`src/rtl/load_return_aligner.sv`:
```
// Purpose: pairs returned data-SRAM words with queued load metadata and builds the aligned/extended writeback value.
// Latency: one cycle from the rdata handshake to out_valid; metadata FIFO holds up to DEPTH outstanding loads.
// Backpressure: req_ready drops when the FIFO is full; rdata_ready drops while the output register is held (out_valid && !out_ready).
module load_return_aligner #(
    parameter int DEPTH = 2,
    parameter int REG_W = 5
) (
    input  logic             clk,
    input  logic             rst,
    input  logic             flush,
    input  logic             req_valid,
    output logic             req_ready,
    input  logic [6:0]       req_op,
    input  logic [1:0]       req_addr_lo,
    input  logic [31:0]      req_rt,
    input  logic [REG_W-1:0] req_wreg,
    input  logic             rdata_valid,
    output logic             rdata_ready,
    input  logic [31:0]      rdata,
    output logic             out_valid,
    input  logic             out_ready,
    output logic [31:0]      out_wdata,
    output logic [REG_W-1:0] out_wreg,
    output logic             out_misalign,
    output logic             resp_err
);

    localparam int PTR_W = $clog2(DEPTH);
    localparam int CNT_W = $clog2(DEPTH + 1);

    // Per-load metadata captured at issue time. op is one-hot {lwl,lwr,lb,lbu,lh,lhu,lw}.
    typedef struct packed {
        logic [6:0]       op;
        logic [1:0]       lo;
        logic [31:0]      rt;
        logic [REG_W-1:0] wreg;
    } meta_t;

    meta_t            mem [DEPTH];
    logic [PTR_W-1:0] wr_ptr;
    logic [PTR_W-1:0] rd_ptr;
    logic [CNT_W-1:0] count;

    logic  full;
    logic  empty;
    logic  push;
    logic  pop;
    logic  orphan;
    meta_t head;
    meta_t wr_entry;

    assign full  = (count == CNT_W'(DEPTH));
    assign empty = (count == '0);

    // Flush blocks both input handshakes so nothing is accepted in the clearing cycle.
    assign req_ready   = !flush && !full;
    assign rdata_ready = !flush && (!out_valid || out_ready);

    assign push   = req_valid && req_ready;
    assign pop    = rdata_valid && rdata_ready && !empty;
    // A consumed word with nothing outstanding has no owner; it is dropped and flagged.
    assign orphan = rdata_valid && rdata_ready && empty;

    assign head = mem[rd_ptr];

    always_comb begin
        wr_entry.op   = req_op;
        wr_entry.lo   = req_addr_lo;
        wr_entry.rt   = req_rt;
        wr_entry.wreg = req_wreg;
    end

    // Metadata storage; contents are only meaningful between push and pop so no reset is needed.
    always_ff @(posedge clk) begin
        if (push) begin
            mem[wr_ptr] <= wr_entry;
        end
    end

    // FIFO pointers and occupancy; pointers wrap naturally because DEPTH is a power of two.
    always_ff @(posedge clk or posedge rst) begin
        if (rst) begin
            wr_ptr <= '0;
            rd_ptr <= '0;
            count  <= '0;
        end else if (flush) begin
            wr_ptr <= '0;
            rd_ptr <= '0;
            count  <= '0;
        end else begin
            if (push) begin
                wr_ptr <= wr_ptr + PTR_W'(1);
            end
            if (pop) begin
                rd_ptr <= rd_ptr + PTR_W'(1);
            end
            case ({push, pop})
                2'b10:   count <= count + CNT_W'(1);
                2'b01:   count <= count - CNT_W'(1);
                default: count <= count;
            endcase
        end
    end

    // Priority decode of the head op; an illegal multi-hot op resolves to the highest-priority bit,
    // and an all-zero op falls through to a plain word load.
    logic is_lwl;
    logic is_lwr;
    logic is_byte;
    logic is_half;
    logic sign_ext;

    always_comb begin
        is_lwl   = 1'b0;
        is_lwr   = 1'b0;
        is_byte  = 1'b0;
        is_half  = 1'b0;
        sign_ext = 1'b0;
        if (head.op[6]) begin
            is_lwl = 1'b1;
        end else if (head.op[5]) begin
            is_lwr = 1'b1;
        end else if (head.op[4]) begin
            is_byte  = 1'b1;
            sign_ext = 1'b1;
        end else if (head.op[3]) begin
            is_byte = 1'b1;
        end else if (head.op[2]) begin
            is_half  = 1'b1;
            sign_ext = 1'b1;
        end else if (head.op[1]) begin
            is_half = 1'b1;
        end
    end

    // Lane selection for sub-word loads.
    logic [7:0]  byte_lane;
    logic [15:0] half_lane;

    always_comb begin
        byte_lane = rdata[7:0];
        case (head.lo)
            2'd0:    byte_lane = rdata[7:0];
            2'd1:    byte_lane = rdata[15:8];
            2'd2:    byte_lane = rdata[23:16];
            default: byte_lane = rdata[31:24];
        endcase
        half_lane = head.lo[1] ? rdata[31:16] : rdata[15:0];
    end

    // Unaligned-left merge: the addressed byte and everything below it in the word land in the top of rt.
    logic [31:0] lwl_val;

    always_comb begin
        lwl_val = rdata;
        case (head.lo)
            2'd0:    lwl_val = {rdata[7:0],  head.rt[23:0]};
            2'd1:    lwl_val = {rdata[15:0], head.rt[15:0]};
            2'd2:    lwl_val = {rdata[23:0], head.rt[7:0]};
            default: lwl_val = rdata;
        endcase
    end

    // Unaligned-right merge: the addressed byte and everything above it land in the bottom of rt.
    logic [31:0] lwr_val;

    always_comb begin
        lwr_val = rdata;
        case (head.lo)
            2'd0:    lwr_val = rdata;
            2'd1:    lwr_val = {head.rt[31:24], rdata[31:8]};
            2'd2:    lwr_val = {head.rt[31:16], rdata[31:16]};
            default: lwr_val = {head.rt[31:8],  rdata[31:24]};
        endcase
    end

    // Final writeback value; a misaligned halfword yields zero data plus the misalign flag.
    logic [31:0] res_wdata;
    logic        res_misalign;

    always_comb begin
        res_wdata    = rdata;
        res_misalign = 1'b0;
        if (is_lwl) begin
            res_wdata = lwl_val;
        end else if (is_lwr) begin
            res_wdata = lwr_val;
        end else if (is_byte) begin
            res_wdata = {{24{sign_ext & byte_lane[7]}}, byte_lane};
        end else if (is_half) begin
            if (head.lo[0]) begin
                res_wdata    = '0;
                res_misalign = 1'b1;
            end else begin
                res_wdata = {{16{sign_ext & half_lane[15]}}, half_lane};
            end
        end
    end

    // Output register: load on pop, hold while WB stalls, clear once WB takes it with nothing behind.
    always_ff @(posedge clk or posedge rst) begin
        if (rst) begin
            out_valid    <= 1'b0;
            out_wdata    <= '0;
            out_wreg     <= '0;
            out_misalign <= 1'b0;
        end else if (flush) begin
            out_valid    <= 1'b0;
            out_wdata    <= '0;
            out_wreg     <= '0;
            out_misalign <= 1'b0;
        end else if (pop) begin
            out_valid    <= 1'b1;
            out_wdata    <= res_wdata;
            out_wreg     <= head.wreg;
            out_misalign <= res_misalign;
        end else if (out_ready) begin
            out_valid    <= 1'b0;
            out_wdata    <= '0;
            out_wreg     <= '0;
            out_misalign <= 1'b0;
        end
    end

    // Sticky protocol-error flag; only reset clears it.
    always_ff @(posedge clk or posedge rst) begin
        if (rst) begin
            resp_err <= 1'b0;
        end else if (orphan) begin
            resp_err <= 1'b1;
        end
    end

endmodule

```
`config.mk`:
```
export PLATFORM = sky130hd
export DESIGN_NAME = load_return_aligner
export DESIGN_NICKNAME = d
export VERILOG_FILES = /design/src/rtl/load_return_aligner.sv
export SDC_FILE = /design/constraint.sdc
export NUM_CORES = 1
export LEC_CHECK = 0
export CAP_MARGIN = 20
export CORE_MARGIN = 4
export CORE_UTILIZATION = 48
export CTS_CLUSTER_DIAMETER = 80
export DETAILED_ROUTE_END_ITERATION = 10
export PLACE_DENSITY_LB_ADDON = 0.25
export SYNTH_ARGS = -nofsm -noshare
export SYNTH_HDL_FRONTEND = slang
export SYNTH_SLANG_ARGS = --single-unit
```
`constraint.sdc`:
```
create_clock -name clk -period 3.2 [get_ports clk]
set_input_delay 0.64 -clock clk [delete_from_list [all_inputs] [get_ports clk]]
set_output_delay 0.64 -clock clk [all_outputs]
set_load 0.02 [all_outputs]
```
; ---- After elaboration in Yosys (flattened, before gate mapping)
; Memories as Yosys holds them, arrays and structs flattened.
; Index checks and enable logic that the tools add are counted.
[totals]
register_bits = 44
ramBits = 92
input_bits = 84
output_inout_bits = 42
memories = 1
[classes]
add_sub_neg = 4
n_eq_ne = 5
mux = 51
bitwise = 2
n_reduce_logical = 17
[mem_list]
columns = memory, depth, width, rd, rd_clocked_by_memory_dff, write_ports, line
row1 = mem, 2, 46, 1, 0, 1, 39  ; meta_t mem [DEPTH];
[ops]
columns = op, n
row1 = 2-to-1 mux 32 bit, 8
row2 = case mux 32 bit (3 select lines), 2
row3 = 2-to-1 mux 1 bit, 34
row4 = case mux 8 bit (3 select lines), 1
row5 = 2-to-1 mux 16 bit, 1
row6 = 2-to-1 mux 5 bit, 3
row7 = "equality test 2 bit, second input constant", 3
row8 = logical AND 1 bit, 6
row9 = nonzero test 3 bit, 2
row10 = "equality test 2 x 1 -> 1 bit, second input constant", 2
row11 = logical NOT 1 bit, 4
row12 = logical NOT 2 bit, 2
row13 = case mux 2 bit (2 select lines), 1
row14 = nonzero test 2 bit, 2
row15 = "adder 1 bit, second input constant", 2
row16 = "adder 2 x 1 -> 2 bit, second input constant", 1
row17 = bitwise AND 1 bit, 2
row18 = 2-to-1 mux 2 bit, 1
row19 = "subtractor 2 x 1 -> 2 bit, second input constant", 1
row20 = logical OR 1 bit, 1

; ---- Longest topological paths before layout
; An unclocked memory read counts as a cell.
[depth]
depth_word = 14
mapped_depth = 9
ltp_nobuf = 5

; ---- Worst setup path after synthesis
; OpenSTA, ideal clock, no wires.
[synth_timing]
path_kind = in2reg
from = input port flush
to = memory mem[0][0] in the netlist's numbering (enable)
setup_ns = 0.447
arrival_time_ns = 3.128
required_ns = 2.753
slack_ns = -0.375
path_stages = 5
path_cell_list = clkbuf_1 > inv_1 > and2_1 > nand2_1 > nor2_1
[synth_via]
elab_chain_cells = 5
[synth_lines]
columns = element, line
row1 = start: declaration, 10  ; input logic flush,
row2 = logical NOT 1 bit, 56  ; assign req_ready = !flush && !full;
row3 = logical AND 1 bit, 56
row4 = named net req_ready, 12  ; output logic req_ready,
row5 = logical AND 1 bit, 59  ; assign push = req_valid && req_ready;
row6 = 2-to-1 mux 1 bit, 75  ; if (push) begin
row7 = 2-to-1 mux 1 bit (not written as such), 76  ; mem[wr_ptr] <= wr_entry;
row8 = end: declaration, 39
; The timed path passes the listed nets, and every way through them passes these cells.

; ---- Final worst setup path
[layout_timing]
from = register rd_ptr
to = register out_wdata[25]
[layout_via]
elab_chain_cells = 14
word_cells_on_any_way = 35
[layout_lines]
columns = element, line
row1 = start: declaration, 41  ; logic [PTR_W-1:0] rd_ptr;
row2 = start signal: assignment, 95  ; rd_ptr <= rd_ptr + PTR_W'(1);
row3 = memory (2 x 46 bit) (*), --
row4 = 2-to-1 mux 1 bit, 128  ; end else if (head.op[2]) begin
row5 = 2-to-1 mux 1 bit, 126  ; end else if (head.op[3]) begin
row6 = 2-to-1 mux 1 bit, 123  ; end else if (head.op[4]) begin
row7 = 2-to-1 mux 1 bit, 121  ; end else if (head.op[5]) begin
row8 = 2-to-1 mux 1 bit, 119  ; if (head.op[6]) begin
row9 = bitwise AND 1 bit, 195  ; res_wdata = {{16{sign_ext & half_lane[15]}}, half_lane};
row10 = 2-to-1 mux 32 bit, 191  ; if (head.lo[0]) begin
row11 = 2-to-1 mux 32 bit, 190  ; end else if (is_half) begin
row12 = 2-to-1 mux 32 bit, 188  ; end else if (is_byte) begin
row13 = 2-to-1 mux 32 bit, 186  ; end else if (is_lwr) begin
row14 = 2-to-1 mux 32 bit (*), 184  ; if (is_lwl) begin
row15 = 2-to-1 mux 32 bit (*), 212  ; end else if (pop) begin
row16 = 2-to-1 mux 32 bit (*), 207  ; end else if (flush) begin
row17 = end signal: assignment, 214  ; out_wdata <= res_wdata;
row18 = end: declaration, 22  ; output logic [31:0] out_wdata,
; Every way passes the cells marked *; elsewhere a longest branch is shown, timed or not.
; A chain may end at the register's enable or synchronous reset.

==> results.tsv <==
metric	value	unit
status	completed	
regToRegSetupSlack	0.36	ns
worst_slew_pin_slew	0.692	ns
drt_drc_violations_left	0	
max_freq	352	MHz
yosys_warnings	0	
crit_type	flip-flop to flip-flop	
hold_buffers	0	
slew_headroom	53.8	%
hold_viol	0	
peakVddDrop	0.518	mV
synth_nets	746	
cp_max_fo	22	
ys_seq_elements	134	
grt_pass1_vias	6089	
wl_per_cell	22.7	um
layout_commonest_cell	clkdlybuf4s50_1	
die_area	17000	sq um
synthTopCellsByArea	edfxtp_1, dfrtp_1, mux2i_1	
async_reset_ff_share	32.8	%
cts_sinks	134	
overflow	0	
syn_area	7200	sq um
cts-htree-levels	4	
maxCapViolCount	0	
drt-total-wl	22200	um
antenna_left	0	
reg2reg_depth	5	
hold_path.startpoint	resp_err	
via_count	6342	
syn_inst	662	
synth_top_area_share	37.5	%
multi_input_area	3110	sq um
nNetsFinal	863	
drv_slew	0	
fin_crit	2.84	ns
clk_pin_slew	0.06	ns
drive_gt1_share	11.9	%
core	14600	sq um
viasPerCell	6.50	
cts_buffers	17	
p_per_area	568	nW/um^2
hold_depth	1	
critPathRequiredTime	3.53	ns
initial_utilization	49.3	%
r2r-end	out_wdata[25]	
first_pass_iters	6	
ctsRootBufferMaster	clkbuf_16	
row_count	44	
path_cells	or3b_2, a2bb2oi_2, and2_1, a211oi_1, o31ai_1	
grt_max_degree	60	
antenna_found_initial	0	
die_h	130	um
port_buffers	124	
min_to	resp_err	
avgSynthCellArea	10.9	sq um
yosys.area.top_type	edfxtp_1	
crit_path_start_kind	flip-flop	
max_stage_delay	0.69	ns
yosysSeqAreaShare	52.8	%
cts_setup_buffers	0	
cts_buffer_depth	2	
dieWidth	130	um
io_pins	126	
fill_cells	1120	
mostFrequentLayoutCells	clkdlybuf4s50_1, edfxtp_1, nand2_1, mux2i_1, nor2_1	
tritoncts	yes	
reg2reg_from	rd_ptr	
grt_pass1_wl	34100	um
final_util	63.7	%
dp_hpwl	15000	um
worstPathArrival	3.16	ns
rsz0062_at_grt	no	
drt_iter0_drc	756	
min_path_type	flip-flop to flip-flop	
worst_path_max_delay_cell	dfrtp_2	
clock_skew	0.00947	ns
track_usage	26.3	%
regArea	3800	sq um
synth_edf_count	90	
syn_to_final_growth	29.1	%
cts.repair.resized	0	
clock_latency	0.42	ns
synthFlopType	edfxtp_1	
end_kind	flip-flop	
finalSetupTns	0	ns
yosysUniqueCellTypes	58	
finalSetupViolCount	0	
diodes	0	
period_share	88.7	%
leakage	3.36	nW
finalWeightedCongestion	0.911	
[kinds of logic after synthesis]
family | after synthesis | share of synthesized area, %
simple gates | 178 | 11.0
compound gates | 212 | 21.4
xor+xnor | 2 | 0.243
flops | 134 | 52.8
mux | 67 | 10.0
buf+inv | 69 | 4.50
[state kept, by name, summed over array words and instances (netlist names)]
register	flops
mem	90
wr_ptr	1
resp_err	1
out_valid	1
rd_ptr	1
count	2
out_wdata	32
out_wreg	5
out_misalign	1
[worst max-delay path, delay by kind of cell (launching register included)]
kind	cells	cell delay [ns]
compound gates	3	0.84
simple gates	2	1.19
flops	1	0.69
[cell usage after synthesis, types with 10 or more instances]
library cell,instances
a31oi_1,16
o21ai_0,25
nor3_1,10
edfxtp_1,90
mux2_2,10
a21oi_1,27
o31ai_1,14
nor2_1,54
buf_2,22
a32oi_1,25
a211oi_1,34
dfrtp_1,44
mux2i_1,54
nand2_1,78
clkbuf_1,27
a22oi_1,10
inv_1,12
[metal layers]
metal | routed length [um] | track usage [%]
met1 | 9270 | 37.7
met2 | 9890 | 38.3
met3 | 2320 | 5.98
met4 | 693 | 11.9
met5 | 0 | 0
[cell type report]
cell class	instances	share of cell area, %
multi-input cells	459	33.4
clock inverters	11	1.86
inverters	12	0.484
flip-flops and latches	134	40.9
repair buffers	155	16.0
clock buffers	21	4.84
well taps	184	2.48
[per-stage QoR]
stage / setup WS [ns] / power [mW] / area (sq um) / cells / hold slack [ns]
after CTS: 0.420 / 5.29 / 9300 / 976 / 0.476
after floorplan: 0.364 / 2.75 / 7200 / 662 / 0.505
after global routing: 0.197 / 5.46 / 9300 / 976 / 0.506
final: 0.362 / 5.28 / 9300 / 976 / 0.476
after global placement: 0.426 / 3.17 / 8670 / 944 / 0.449
after detailed placement: 0.352 / 3.20 / 8670 / 944 / 0.462
[how the worst max path moves through the flow]
stage	startpoint	depth (start not counted)	slack (ns)	end
floorplan	flush	5	0.36	mem[0][0]
global placement	rdata[23]	6	0.43	out_wdata[14]
detailed placement	rdata[23]	6	0.35	out_wdata[8]
CTS	rd_ptr	5	0.42	out_wdata[25]
global route	rd_ptr	5	0.20	out_wdata[24]
finish	rd_ptr	5	0.36	out_wdata[25]
[report_power, final]
part           internal [mW]  switching [mW]
sequential              1.98          0.0817
combinational          0.473           0.668
clock                   1.33           0.754
Power figures use the tool's default switching activity.
